[src/rtl/mem_ctrl.sv]
// Byte-serial memory controller: serialises instruction fetches and load/store
// requests onto the 8-bit RAM/IO port and reassembles read data little-endian.
module mem_ctrl #(
    parameter int                ADDR_W  = 32,
    parameter logic [ADDR_W-1:0] IO_BASE = ADDR_W'(32'h30000)
) (
    input  logic              clk_in,
    input  logic              rst_in,
    input  logic              rdy_in,
    input  logic              clr_in,
    input  logic [7:0]        mem_din,
    output logic [7:0]        mem_dout,
    output logic [ADDR_W-1:0] mem_a,
    output logic              mem_wr,
    input  logic              io_buffer_full,
    input  logic              if_to_mc_ready,
    input  logic [ADDR_W-1:0] if_to_mc_PC,
    output logic              mc_to_if_ready,
    output logic [31:0]       mc_to_if_inst,
    input  logic              lsb_to_mc_ready,
    input  logic              lsb_to_mc_wr,
    input  logic [1:0]        lsb_to_mc_width,
    input  logic [ADDR_W-1:0] lsb_to_mc_addr,
    input  logic [31:0]       lsb_to_mc_data,
    output logic              mc_to_lsb_ready,
    output logic [31:0]       mc_to_lsb_data
);

    typedef enum logic [2:0] {
        IDLE,
        IF_READ,
        LS_READ,
        LS_WRITE,
        DONE
    } state_t;

    state_t            r_state;
    logic [2:0]        r_cnt;
    logic [2:0]        r_len;
    logic [ADDR_W-1:0] r_addr;
    logic [31:0]       r_wdata;
    logic [31:0]       r_buf;
    logic [ADDR_W-1:0] r_memA;
    logic              r_memWr;
    logic [7:0]        r_memDout;
    logic              r_ifReady;
    logic [31:0]       r_ifInst;
    logic              r_lsbReady;
    logic [31:0]       r_lsbData;

    state_t            w_stateNext;
    logic [2:0]        w_cntNext;
    logic [2:0]        w_lenNext;
    logic [ADDR_W-1:0] w_addrNext;
    logic [31:0]       w_wdataNext;
    logic [31:0]       w_bufNext;
    logic [ADDR_W-1:0] w_memANext;
    logic              w_memWrNext;
    logic [7:0]        w_memDoutNext;
    logic              w_ifReadyNext;
    logic [31:0]       w_ifInstNext;
    logic              w_lsbReadyNext;
    logic [31:0]       w_lsbDataNext;

    logic [2:0]        w_reqLen;
    logic [2:0]        w_issueIdx;
    logic [2:0]        w_capIdx;
    logic [ADDR_W-1:0] w_rdAddr;
    logic [ADDR_W-1:0] w_wrAddr;
    logic              w_wrStall;
    logic [7:0]        w_wrByte;
    logic [31:0]       w_capBuf;

    // In the read states r_cnt counts edges since accept: the edge seeing
    // count c drives address c+1 and captures byte c-1, since RAM data trails
    // its address by one full cycle. In LS_WRITE r_cnt is the byte in flight.
    always_comb begin
        w_stateNext    = r_state;
        w_cntNext      = r_cnt;
        w_lenNext      = r_len;
        w_addrNext     = r_addr;
        w_wdataNext    = r_wdata;
        w_bufNext      = r_buf;
        w_memANext     = r_memA;
        w_memWrNext    = r_memWr;
        w_memDoutNext  = r_memDout;
        w_ifReadyNext  = 1'b0;
        w_ifInstNext   = r_ifInst;
        w_lsbReadyNext = 1'b0;
        w_lsbDataNext  = r_lsbData;

        case (lsb_to_mc_width)
            2'd0:    w_reqLen = 3'd1;
            2'd1:    w_reqLen = 3'd2;
            default: w_reqLen = 3'd4;
        endcase

        w_issueIdx = r_cnt + 3'd1;
        w_capIdx   = r_cnt - 3'd1;
        w_rdAddr   = r_addr + ADDR_W'(w_issueIdx);
        w_wrAddr   = r_addr + ADDR_W'(r_cnt);
        w_wrStall  = (w_wrAddr >= IO_BASE) && io_buffer_full;
        w_wrByte   = r_wdata[{r_cnt[1:0], 3'b000} +: 8];
        w_capBuf   = r_buf;
        w_capBuf[{w_capIdx[1:0], 3'b000} +: 8] = mem_din;

        case (r_state)
            IDLE: begin
                if (!clr_in) begin
                    if (lsb_to_mc_ready) begin
                        w_addrNext    = lsb_to_mc_addr;
                        w_lenNext     = w_reqLen;
                        w_wdataNext   = lsb_to_mc_data;
                        w_bufNext     = 32'd0;
                        w_memANext    = lsb_to_mc_addr;
                        w_memDoutNext = lsb_to_mc_data[7:0];
                        if (lsb_to_mc_wr) begin
                            w_stateNext = LS_WRITE;
                            if ((lsb_to_mc_addr >= IO_BASE) && io_buffer_full) begin
                                w_memWrNext = 1'b0;
                                w_cntNext   = 3'd0;
                            end else begin
                                w_memWrNext = 1'b1;
                                w_cntNext   = 3'd1;
                            end
                        end else begin
                            w_stateNext = LS_READ;
                            w_memWrNext = 1'b0;
                            w_cntNext   = 3'd0;
                        end
                    end else if (if_to_mc_ready) begin
                        w_stateNext   = IF_READ;
                        w_addrNext    = if_to_mc_PC;
                        w_lenNext     = 3'd4;
                        w_bufNext     = 32'd0;
                        w_memANext    = if_to_mc_PC;
                        w_memWrNext   = 1'b0;
                        w_memDoutNext = 8'd0;
                        w_cntNext     = 3'd0;
                    end
                end
            end

            IF_READ, LS_READ: begin
                if (clr_in) begin
                    w_stateNext = IDLE;
                    w_memWrNext = 1'b0;
                    w_memANext  = '0;
                    w_bufNext   = 32'd0;
                    w_cntNext   = 3'd0;
                end else begin
                    if (r_cnt != 3'd0) begin
                        w_bufNext = w_capBuf;
                    end
                    if (r_cnt == r_len) begin
                        w_stateNext = DONE;
                        w_cntNext   = 3'd0;
                        w_memANext  = '0;
                        if (r_state == IF_READ) begin
                            w_ifReadyNext = 1'b1;
                            w_ifInstNext  = w_capBuf;
                        end else begin
                            w_lsbReadyNext = 1'b1;
                            w_lsbDataNext  = w_capBuf;
                        end
                    end else begin
                        w_cntNext  = w_issueIdx;
                        w_memANext = (w_issueIdx < r_len) ? w_rdAddr : '0;
                    end
                end
            end

            // A flush never interrupts a store: it is already committed.
            LS_WRITE: begin
                if (r_cnt == r_len) begin
                    w_stateNext    = DONE;
                    w_cntNext      = 3'd0;
                    w_memWrNext    = 1'b0;
                    w_memANext     = '0;
                    w_lsbReadyNext = 1'b1;
                end else begin
                    w_memANext    = w_wrAddr;
                    w_memDoutNext = w_wrByte;
                    if (w_wrStall) begin
                        w_memWrNext = 1'b0;
                    end else begin
                        w_memWrNext = 1'b1;
                        w_cntNext   = r_cnt + 3'd1;
                    end
                end
            end

            DONE: begin
                w_stateNext = IDLE;
            end

            default: begin
                w_stateNext = IDLE;
            end
        endcase
    end

    always_ff @(posedge clk_in or negedge rst_in) begin
        if (!rst_in) begin
            r_state    <= IDLE;
            r_cnt      <= 3'd0;
            r_len      <= 3'd0;
            r_addr     <= '0;
            r_wdata    <= 32'd0;
            r_buf      <= 32'd0;
            r_memA     <= '0;
            r_memWr    <= 1'b0;
            r_memDout  <= 8'd0;
            r_ifReady  <= 1'b0;
            r_ifInst   <= 32'd0;
            r_lsbReady <= 1'b0;
            r_lsbData  <= 32'd0;
        end else if (rdy_in) begin
            r_state    <= w_stateNext;
            r_cnt      <= w_cntNext;
            r_len      <= w_lenNext;
            r_addr     <= w_addrNext;
            r_wdata    <= w_wdataNext;
            r_buf      <= w_bufNext;
            r_memA     <= w_memANext;
            r_memWr    <= w_memWrNext;
            r_memDout  <= w_memDoutNext;
            r_ifReady  <= w_ifReadyNext;
            r_ifInst   <= w_ifInstNext;
            r_lsbReady <= w_lsbReadyNext;
            r_lsbData  <= w_lsbDataNext;
        end
    end

    assign mem_a           = r_memA;
    assign mem_wr          = r_memWr;
    assign mem_dout        = r_memDout;
    assign mc_to_if_ready  = r_ifReady;
    assign mc_to_if_inst   = r_ifInst;
    assign mc_to_lsb_ready = r_lsbReady;
    assign mc_to_lsb_data  = r_lsbData;

endmodule
[config.mk]
export PLATFORM = sky130hd
export DESIGN_NAME = mem_ctrl
export DESIGN_NICKNAME = d
export VERILOG_FILES = /design/src/rtl/mem_ctrl.sv
export SDC_FILE = /design/constraint.sdc
export NUM_CORES = 1
export LEC_CHECK = 0
export BUFFER_PORTS_ARGS = -buffer_cell sky130_fd_sc_hd__buf_4
export CAP_MARGIN = 10
export CORE_MARGIN = 3
export CORE_UTILIZATION = 60
export CTS_CLUSTER_SIZE = 28
export DETAILED_ROUTE_END_ITERATION = 8
export MAX_ROUTING_LAYER = met4
export PLACE_DENSITY = 0.86
export SLEW_MARGIN = 40
export SYNTH_ARGS = -nofsm -noshare
export SYNTH_HDL_FRONTEND = slang
export SYNTH_SLANG_ARGS = --single-unit
[constraint.sdc]
create_clock -name clk_in -period 10.8 [get_ports clk_in]
set_input_delay 2.7 -clock clk_in [delete_from_list [all_inputs] [get_ports clk_in]]
set_output_delay 2.7 -clock clk_in [all_outputs]
set_load 0.1 [all_outputs]
==> metrics.sh, run 1 <==
CTS_REPAIR_RESIZE_COUNT=0
GRT_PASS1_VIAS=9416
NUMBER_OF_ANTENNA_VIOLATIONS_AT_THE_FIRST_CHECK_IN_GLOBAL_ROUTING=0
GRTUSAGETOTAL_PCT=31.3
GRT_MAX_DEGREE=135
CRITICAL_PATH.MAX_FANOUT=11
ANT_NETS_AFTER_ROUTE=0
GRT_SETUP_UNREPAIRED='no'
TRITONCTS='yes'
POST_SYNTH_MAIN_AREA_CONTRIBUTORS='sky130_fd_sc_hd__dfrtp_1, sky130_fd_sc_hd__a21oi_1, sky130_fd_sc_hd__mux2_2'
SYNTH_TOP_AREA_SHARE_PCT=48.3
AVGVIACOUNTPERCELL=6.21
CRITICAL_PATH_ARRIVAL_NS=5.34
LAYOUT.AREA.SEQ_UM2=5310
HPWL_MM=21.7
CLOCKROOTBUFFER='sky130_fd_sc_hd__clkbuf_16'
DESIGN.FINAL.NETS=1414
MULTI_INPUT_COMB_AREA_UM2=5310
ROUTED_WL_MM=30.8
WORST_CLOCK_SKEW_NS=0.00854
WORSTSETUPSTARTPOINTTYPE='input pin'
DESIGN.CORE.AREA_UM2=17600
FINAL-HOLD-VIOLATION-COUNT=0
POST_CTS_HOLD_BUFFERS=0
FINAL.SETUP.TNS_NS=0
NUM_IO_PINS=221
SYNTHESIS.AREA_UM2=11000
PLACE_AREA_UM2=12700
TIMING.FINAL.MAX_SLEW_VIOLATIONS=0
REQUIRED_TIME_OF_THE_CRITICAL_PATH_NS=11.24
DIE_AREA_UM2=20000
FILLERS=1218
POSTSYNTHNETCOUNT=1244
INITIAL_CORE_UTILIZATION_PCT=62.4
POST-ROUTE-DRC-COUNT=0
SYNTH_EDF_COUNT=0
ROUTED-VIA-COUNT=9457
FP.DIEH_UM=141
WL_PER_INSTANCE_UM=20.2
CRIT_PATH_MAX_INCR_DELAY_NS=0.58
SYNTH.YOSYS.SEQ_AREA_SHARE_PCT=48.3
CLOCK_INSERTION_DELAY_WORST_SKEW_NS=0.51
FIN_CRIT_SH_PCT=45.4
POSTCTSSETUPREPAIRBUFS=0
SLOWEST_STAGE_CELL_CP='sky130_fd_sc_hd__nand4b_1'
ASYNC_FLOP_SHARE_PCT=100
POSTSYNTHREGISTERBITS=212
RESULT_OF_THE_RUN='completed'
TIMING.CRITICAL_PATH.CELLS='buf_4, a211oi_2, nand4b_1, o22ai_1, nand2_1, or4_1, o2111ai_1, o21a_1'
FIN_HOLD_WS_NS=0.494
SYNTH_CELL_TYPE_COUNT=75
UTILIZATION_PCT=76.3
CLOCK_SINKS=212
GP_CONGESTION=0.972
PORT_BUFFERS=220
SYNTH_LARGEST_AREA_CELL='sky130_fd_sc_hd__dfrtp_1'
SYNTHESIS.INSTANCES=1114
SYNTHESIS_TO_LAYOUT_AREA_GROWTH_PCT=22.2
YOSYSWARNINGCOUNT=0
CTS.PATH.MAX_BUFFERS=3
CAP_VIOL_MAX_COUNT=0
FINALSETUPVIOLCOUNT=0
FINALWORSTPATHREQUIREDPERIOD_NS=4.90
GRT_FIRST_PASS_WIRELENGTH_MM=49.3
TIMING.SLEW.HEADROOM_PCT=44.2
TRANSITION_AT_THE_PIN_WITH_THE_SMALLEST_MAX_TRANSITION_SLACK_NS=0.833
LAYOUT-DRIVE-GT1-SHARE_PCT=27.8
SETUP.WORST_PATH.END_CLASS='flip-flop'
CTS.HTREE.LEVELS=1
DRTPASS1ITERATIONS=5
POSTSYNTHAREAPERCELL_UM2=9.86
HOLDCRITPATHCLASS='flip-flop to flip-flop'
ANTENNA_CELLS=0
CTS_MADE_BUFFERS=22
FMAXACHIEVABLE_GHz=0.204
DIE-WIDTH_UM=141
DRC_MARKER_COUNT_FROM_THE_FIRST_DETAILED_ROUTE_ITERATION=712
CTS.REPORTEDPATHS.CLKPINSLEW_NS=0.06
DESIGN_AREA_UM2=13400
PATH_CLASS='input pin to flip-flop'
ROW_COUNT=48
SYNTHFLOPTYPE='sky130_fd_sc_hd__dfrtp_1'
GLOBALROUTE.TOTALOVERFLOW=0
==> worst paths after layout <==
path / startpoint / to / slack, ns / cells after the start
setup / recovery: clr_in / mem_a[19] / 5.90 / 8
hold / removal: mem_dout[6] / mem_dout[6] / 0.49 / 2
setup reg to reg: r_cnt[1] / mem_a[19] / 6.58 / 11
hold reg to reg: mem_dout[6] / mem_dout[6] / 0.49 / 2
max in group asynchronous: rst_in / r_cnt[0] / 7.36 / 2
min in group asynchronous: rst_in / mc_to_if_inst[8] / 2.19 / 1
==> stage by stage <==
step / setup slack (ns) / cells
after floorplan: 6.51 / 1114
after global placement: 5.46 / 1485
after detailed placement: 5.35 / 1485
after CTS: 5.84 / 1524
after global routing: 5.71 / 1524
final: 5.90 / 1524
==> worst max-delay path: cells and delay by family <==
kind | cells | cell delay (ns)
AO/OA/AOI/OAI | 4 | 1.28
buffers and inverters | 1 | 0.15
AND/OR/NAND/NOR | 3 | 1.20
==> kinds of logic after synthesis <==
kind of cell	count (synthesis)	synth area share, %
muxes	94	10.3
AOI/OAI and AO/OA	330	19.0
xor gates and xnor gates	15	1.20
adders and majority gates	16	1.96
DFF	212	48.3
and+or+nand+nor	345	15.6
buffers and inverters	102	3.63
==> cell usage after synthesis, types with 4 or more instances <==
| master | number |
|---|---|
| sky130_fd_sc_hd__mux2i_1 | 22 |
| sky130_fd_sc_hd__o22ai_1 | 8 |
| sky130_fd_sc_hd__nor2b_1 | 37 |
| sky130_fd_sc_hd__o211ai_1 | 4 |
| sky130_fd_sc_hd__and3_1 | 13 |
| sky130_fd_sc_hd__buf_1 | 12 |
| sky130_fd_sc_hd__nand2_1 | 100 |
| sky130_fd_sc_hd__o21ai_0 | 66 |
| sky130_fd_sc_hd__a21o_1 | 5 |
| sky130_fd_sc_hd__nor2_1 | 104 |
| sky130_fd_sc_hd__nand4_1 | 20 |
| sky130_fd_sc_hd__inv_1 | 20 |
| sky130_fd_sc_hd__nand2b_1 | 9 |
| sky130_fd_sc_hd__clkbuf_1 | 57 |
| sky130_fd_sc_hd__and2_1 | 6 |
| sky130_fd_sc_hd__ha_1 | 14 |
| sky130_fd_sc_hd__nand3_1 | 8 |
| sky130_fd_sc_hd__mux2_2 | 61 |
| sky130_fd_sc_hd__a21oi_1 | 146 |
| sky130_fd_sc_hd__buf_2 | 12 |
| sky130_fd_sc_hd__xor2_1 | 8 |
| sky130_fd_sc_hd__xnor2_1 | 7 |
| sky130_fd_sc_hd__nor3_1 | 10 |
| sky130_fd_sc_hd__a22o_1 | 42 |
| sky130_fd_sc_hd__or2_2 | 5 |
| sky130_fd_sc_hd__dfrtp_1 | 212 |
| sky130_fd_sc_hd__a31oi_1 | 9 |
| sky130_fd_sc_hd__mux4_2 | 8 |
| sky130_fd_sc_hd__o21ai_1 | 6 |
| sky130_fd_sc_hd__nor4_1 | 10 |
| sky130_fd_sc_hd__or3_1 | 4 |
==> area by class of cell <==
cell class	instances	share of cell area, %
sequential	212	39.5
timing repair buffer	228	12.9
clock buffer	33	4.86
clock inverter	6	0.513
multi-input combinational	800	39.5
inverter	20	0.559
tap	225	2.10
==> registers in the layout, summed over array words and instances (netlist names), 3 cells and up <==
name            cells
r_cnt               3
mem_dout            8
r_addr             32
r_buf              32
mem_a              32
r_wdata            32
r_len               3
mc_to_if_inst      32
mc_to_lsb_data     32
r_state             3
==> cells in the final DEF, fill, tap and decap left out, types with 4 or more instances in the layout <==
| master | synthesis | layout |
|---|---|---|
| sky130_fd_sc_hd__ha_1 | 14 | 14 |
| sky130_fd_sc_hd__dfrtp_1 | 212 | 211 |
| sky130_fd_sc_hd__clkbuf_8 | 0 | 6 |
| sky130_fd_sc_hd__nand2b_1 | 9 | 9 |
| sky130_fd_sc_hd__nor2_1 | 104 | 103 |
| sky130_fd_sc_hd__nand3_1 | 8 | 8 |
| sky130_fd_sc_hd__o22ai_1 | 8 | 8 |
| sky130_fd_sc_hd__inv_1 | 20 | 20 |
| sky130_fd_sc_hd__xor2_1 | 8 | 8 |
| sky130_fd_sc_hd__o21ai_0 | 66 | 66 |
| sky130_fd_sc_hd__clkbuf_16 | 0 | 23 |
| sky130_fd_sc_hd__or2_2 | 5 | 5 |
| sky130_fd_sc_hd__o211ai_1 | 4 | 4 |
| sky130_fd_sc_hd__mux2_2 | 61 | 61 |
| sky130_fd_sc_hd__mux2i_1 | 22 | 22 |
| sky130_fd_sc_hd__a31oi_1 | 9 | 9 |
| sky130_fd_sc_hd__nor2b_1 | 37 | 37 |
| sky130_fd_sc_hd__nor4_1 | 10 | 9 |
| sky130_fd_sc_hd__clkbuf_1 | 57 | 5 |
| sky130_fd_sc_hd__or3_1 | 4 | 4 |
| sky130_fd_sc_hd__and2_1 | 6 | 6 |
| sky130_fd_sc_hd__buf_4 | 0 | 226 |
| sky130_fd_sc_hd__mux4_2 | 8 | 8 |
| sky130_fd_sc_hd__a21o_1 | 5 | 5 |
| sky130_fd_sc_hd__o21ai_1 | 6 | 6 |
| sky130_fd_sc_hd__nand4_1 | 20 | 20 |
| sky130_fd_sc_hd__a22o_1 | 42 | 42 |
| sky130_fd_sc_hd__xnor2_1 | 7 | 7 |
| sky130_fd_sc_hd__nand2_1 | 100 | 100 |
| sky130_fd_sc_hd__nor3_1 | 10 | 8 |
| sky130_fd_sc_hd__and3_1 | 13 | 13 |
| sky130_fd_sc_hd__a21oi_1 | 146 | 146 |
==> metal layers <==
layer,track usage (%),wire [um],up-vias
li1,-,-,4348
met1,40.7,12700,4622
met2,51.5,15200,400
met3,3.71,1840,87
met4,10.8,1150,0
met5,-,0,-
Power of run 1 is not shown: default switching activity piles up to over one toggle a cycle in this logic, so the estimate is an artifact.
==> run 2, diff against run 1 <==
Settings changed: CORE_UTILIZATION 60 to 50, PLACE_DENSITY 0.86 to 0.77.
Clock period 10.8 ns to 4.1 ns, I/O delays scaled along.
==> metrics.sh, run 2 (synthesized netlist as in run 1, its figures left out) <==
GP_CONGESTION=0.979
TIMING.SLEW.HEADROOM_PCT=43.5
GRT_FIRST_PASS_WIRELENGTH_MM=50.0
MULTI_INPUT_COMB_AREA_UM2=5300
RESULT_OF_THE_RUN='completed'
TIMING.REG2REG.SETUP_SLACK_NS=0.67
CRIT_PATH_MAX_INCR_DELAY_NS=0.57
PATH_CLASS='flip-flop to flip-flop'
FIN_HOLD_WS_NS=0.487
LAYOUT_SETUP_WS_NS=0.675
GRT_MAX_DEGREE=82
FIN_CRIT_SH_PCT=83.5
LAYOUTNONFILLERINSTCOUNT=1594
POST_CTS_HOLD_BUFFERS=0
REQUIRED_TIME_OF_THE_CRITICAL_PATH_NS=4.49
FINALWORSTPATHREQUIREDPERIOD_NS=3.43
FP.DIEH_UM=154
PORT_BUFFERS=220
CAP_VIOL_MAX_COUNT=0
ROUTED_WL_MM=31.0
CRITICAL_PATH.MAX_FANOUT=6
CTS_MADE_BUFFERS=23
GRT_PASS1_VIAS=9244
ROW_COUNT=53
CLOCK_SINKS=212
HPWL_MM=22.6
DIE_AREA_UM2=23800
CRITICAL_PATH_ARRIVAL_NS=3.81
WL_PER_INSTANCE_UM=19.5
DIE-WIDTH_UM=154
CTS.REPORTEDPATHS.CLKPINSLEW_NS=0.06
TRANSITION_AT_THE_PIN_WITH_THE_SMALLEST_MAX_TRANSITION_SLACK_NS=0.845
DRC_MARKER_COUNT_FROM_THE_FIRST_DETAILED_ROUTE_ITERATION=642
TIMING.CRITICAL_PATH.CELLS='ha_1, inv_1, fa_1, nand2b_1, a2111oi_2, nand2_1, nor3_1, o311ai_2, nor4_4, o31ai_4, mux2_4'
SLOWEST_STAGE_CELL_CP='sky130_fd_sc_hd__a2111oi_2'
DESIGN.FINAL.NETS=1430
FMAXACHIEVABLE_GHz=0.292
WORST_CLOCK_SKEW_NS=0.0132
CLOCKROOTBUFFER='sky130_fd_sc_hd__clkbuf_16'
DESIGN.CORE.AREA_UM2=21300
DETAILEDPLACE.WORSTSLACK_NS=0.701
CTS.PATH.MAX_BUFFERS=3
NUMBER_OF_ANTENNA_VIOLATIONS_AT_THE_FIRST_CHECK_IN_GLOBAL_ROUTING=2
FINAL-HOLD-VIOLATION-COUNT=0
ANT_NETS_AFTER_ROUTE=0
PLACED_CELLS_INCL_TAPS=1550
HOLDCRITPATHCLASS='flip-flop to flip-flop'
DRTPASS1ITERATIONS=8
MOST_COMMON_CELL_AFTER_LAYOUT_FILL_AND_TAPS_ASIDE='sky130_fd_sc_hd__buf_4'
SYNTHESIS_TO_LAYOUT_AREA_GROWTH_PCT=23.8
NUM_IO_PINS=221
INITIAL_CORE_UTILIZATION_PCT=51.6
GRTUSAGETOTAL_PCT=26.2
GLOBALROUTE.TOTALOVERFLOW=0
POSTCTSSETUPREPAIRBUFS=0
GRT_SETUP_UNREPAIRED='no'
CTS_REPAIR_RESIZE_COUNT=0
POST-ROUTE-DRC-COUNT=0
CTS.HTREE.LEVELS=1
AVGVIACOUNTPERCELL=5.92
TIMING.FINAL.MAX_SLEW_VIOLATIONS=0
LAYOUT.AREA.SEQ_UM2=5310
SETUP.WORST_PATH.END_CLASS='flip-flop'
FINALSETUPVIOLCOUNT=0
FILLERS=1754
TRITONCTS='yes'
FINAL.SETUP.TNS_NS=0
ROUTED-VIA-COUNT=9431
CLOCK_INSERTION_DELAY_WORST_SKEW_NS=0.51
MOST-COMMON-LAYOUT-CELLS='sky130_fd_sc_hd__buf_4, sky130_fd_sc_hd__dfrtp_1, sky130_fd_sc_hd__a21oi_1'
LAYOUT-DRIVE-GT1-SHARE_PCT=28.6
WORSTSETUPSTARTPOINTTYPE='flip-flop'
## run 2: cell count changes in the layout (fill, tap and decap cells not counted), moves of 2 or more
cell                         change
sky130_fd_sc_hd__diode_2         +2
sky130_fd_sc_hd__clkinvlp_4      +2
sky130_fd_sc_hd__buf_4          +15
sky130_fd_sc_hd__clkinv_2        +2
## run 2: critical path: cells and delay by family (launching register included)
family	cells	cell delay (ns)
and+or+nand+nor	4	1.08
AOI/OAI and AO/OA	3	0.83
adders and majority gates	2	0.59
DFF	1	0.44
muxes	1	0.31
buffers and inverters	1	0.05
## run 2: area by class of cell
class | instances | share of cell area [%]
flip-flops and latches | 212 | 39.0
multi-input cells | 800 | 39.0
repair buffers | 243 | 13.6
clock buffers | 32 | 4.85
well taps | 275 | 2.53
inverters | 20 | 0.552
clock inverters | 10 | 0.478
diodes | 2 | 0.0368
## run 2: layer usage
metal	wire, um	global-route usage (%)
met5	0	-
met2	14700	41.0
met1	13400	36.3
met3	1980	3.05
met4	935	7.95
## run 2: worst paths after layout
kind	start	end	cells after the start
setup reg to reg	r_cnt[0]	r_cnt[0]	11
min in group asynchronous	rst_in	mc_to_lsb_data[3]	1
max in group asynchronous	rst_in	mc_to_if_inst[19]	2
hold reg to reg	mem_dout[5]	mem_dout[5]	2
setup / recovery	r_cnt[0]	r_cnt[0]	11
hold / removal	mem_dout[5]	mem_dout[5]	2
## run 2: stage by stage
| step | utilization [%] | instance area, um^2 |
|---|---|---|
| global route | 63.9 | 13600 |
| global placement | 60.4 | 12900 |
| finish | 63.9 | 13600 |
| CTS | 63.9 | 13600 |
| detailed placement | 60.5 | 12900 |
| floorplan | - | 11000 |
Power of run 2 is left out for the same reason.
==> run 3, diff against run 2 <==
Clock period 4.1 ns to 3.1 ns, I/O delays scaled along.
==> metrics.sh, run 3 (synthesized netlist as in run 1, its figures left out) <==
CTS.PATH.MAX_BUFFERS=3
CLOCK_SINKS=212
WIRELENGTH_MET1_MM=13.8
AVGVIACOUNTPERCELL=5.95
ANT_NETS_AFTER_ROUTE=0
CRITICAL_PATH_ARRIVAL_NS=3.40
TRITONCTS='yes'
CLOCKROOTBUFFER='sky130_fd_sc_hd__clkbuf_16'
ROUTED_WL_MM=32.8
GRT_SETUP_UNREPAIRED='yes'
TIMING.FINAL.MAX_SLEW_VIOLATIONS=0
DETAILROUTE.WIRELENGTH.MET2_MM=15.8
GP_CONGESTION=0.993
RESULT_OF_THE_RUN='completed'
MOST-COMMON-LAYOUT-CELLS='sky130_fd_sc_hd__buf_4, sky130_fd_sc_hd__dfrtp_1, sky130_fd_sc_hd__a21oi_1'
MAXUSEDROUTINGLAYER='met4'
SYNTHESIS_TO_LAYOUT_AREA_GROWTH_PCT=28.0
INITIAL_CORE_UTILIZATION_PCT=51.6
WL_PER_INSTANCE_UM=20.2
GRT_FIRST_PASS_WIRELENGTH_MM=52.4
TRANSITION_AT_THE_PIN_WITH_THE_SMALLEST_MAX_TRANSITION_SLACK_NS=0.770
HPWL_MM=23.7
GRT_PASS1_VIAS=9675
WORST_CLOCK_SKEW_NS=0.0193
PORT_BUFFERS=220
FINAL-HOLD-VIOLATION-COUNT=0
TIMING.REG2REG.SETUP_SLACK_NS=0.08
CLOCK_INSERTION_DELAY_WORST_SKEW_NS=0.51
FIN_CRIT_SH_PCT=97.5
ROUTED-VIA-COUNT=9694
DESIGN.CORE.AREA_UM2=21300
DIE_AREA_UM2=23800
LAYOUT-DRIVE-GT1-SHARE_PCT=31.4
HOLDCRITPATHCLASS='input pin to async pin'
ROW_COUNT=53
LAYOUT_SETUP_WS_NS=0.0771
POST_CTS_HOLD_BUFFERS=0
DESIGN.FINAL.NETS=1469
WORSTSETUPSTARTPOINTTYPE='flip-flop'
FINALWORSTPATHREQUIREDPERIOD_NS=3.02
NUM_IO_PINS=221
PATH_CLASS='flip-flop to flip-flop'
MET3ROUTEDLENGTH_MM=2.34
GRT_MAX_DEGREE=65
FINAL.SETUP.TNS_NS=0
FMAXACHIEVABLE_GHz=0.331
DRTPASS1ITERATIONS=7
FP.DIEH_UM=154
GRTUSAGETOTAL_PCT=27.7
CRITICAL_PATH.MAX_FANOUT=4
FINALSETUPVIOLCOUNT=0
POST-ROUTE-DRC-COUNT=0
GLOBALROUTE.TOTALOVERFLOW=0
CTS.HTREE.LEVELS=1
REQUIRED_TIME_OF_THE_CRITICAL_PATH_NS=3.47
CAP_VIOL_MAX_COUNT=0
UTILIZATION_PCT=66.0
NUMBER_OF_ANTENNA_VIOLATIONS_AT_THE_FIRST_CHECK_IN_GLOBAL_ROUTING=1
DIE-WIDTH_UM=154
DETAILEDPLACE.WORSTSLACK_NS=-0.00729
MOST_COMMON_CELL_AFTER_LAYOUT_FILL_AND_TAPS_ASIDE='sky130_fd_sc_hd__buf_4'
FIN_HOLD_WS_NS=0.214
TIMING.SLEW.HEADROOM_PCT=48.5
DRC_MARKER_COUNT_FROM_THE_FIRST_DETAILED_ROUTE_ITERATION=819
CTS.REPORTEDPATHS.CLKPINSLEW_NS=0.06
SETUP.WORST_PATH.END_CLASS='flip-flop'
CTS_MADE_BUFFERS=23
==> run 3: through the flow <==
step / cell area, um^2 / std cells
final: 14100 / 1629
after global routing: 14100 / 1629
after CTS: 14000 / 1623
after detailed placement: 13200 / 1584
after global placement: 13200 / 1584
after floorplan: 11000 / 1114
==> run 3: area by class of cell <==
class | instances | area (um^2)
multi-input cells | 800 | 5360
repair buffers | 282 | 2170
diodes | 1 | 2.50
clock inverters | 8 | 148
flip-flops and latches | 212 | 5310
fillers | 1713 | 7230
clock buffers | 31 | 656
well taps | 275 | 344
inverters | 20 | 75.1
==> run 3: layer usage <==
layer  vias up  global-route usage, %
li1       4469                      -
met1      4736                   37.1
met2       424                   44.2
met3        65                   4.03
met4         0                   8.58
met5         -                      -
==> run 3: what timing repair did <==
| action | in CTS | in global routing |
|---|---|---|
| gates resized for setup | 1 | 12 |
| buffers inserted | 0 | 5 |
| pin swaps | 2 | 3 |
| setup endpoints to repair | 2 | 15 |
==> run 3: final timing paths <==
path	startpoint	endpoint	cells past startpoint
hold reg to reg	mem_dout[6]	mem_dout[6]	2
hold / removal	rst_in	mc_to_if_inst[8]	1
setup reg to reg	r_cnt[0]	r_cnt[0]	11
max in group asynchronous	rst_in	mc_to_lsb_data[28]	2
setup / recovery	r_cnt[0]	r_cnt[0]	11
min in group clk_in	lsb_to_mc_width[0]	r_len[0]	2
==> run 3: critical path, stage by stage, from the launching register on <==
cell	delay (ns)
sky130_fd_sc_hd__dfrtp_1	0.38
sky130_fd_sc_hd__ha_2	0.20
sky130_fd_sc_hd__inv_2	0.04
sky130_fd_sc_hd__fa_2	0.34
sky130_fd_sc_hd__nand2b_4	0.18
sky130_fd_sc_hd__a2111oi_4	0.38
sky130_fd_sc_hd__and3_4	0.25
sky130_fd_sc_hd__a41o_1	0.17
sky130_fd_sc_hd__o311ai_2	0.13
sky130_fd_sc_hd__nor4_4	0.40
sky130_fd_sc_hd__o31ai_4	0.13
sky130_fd_sc_hd__mux2_4	0.32
Power of run 3 is left out for the same reason.
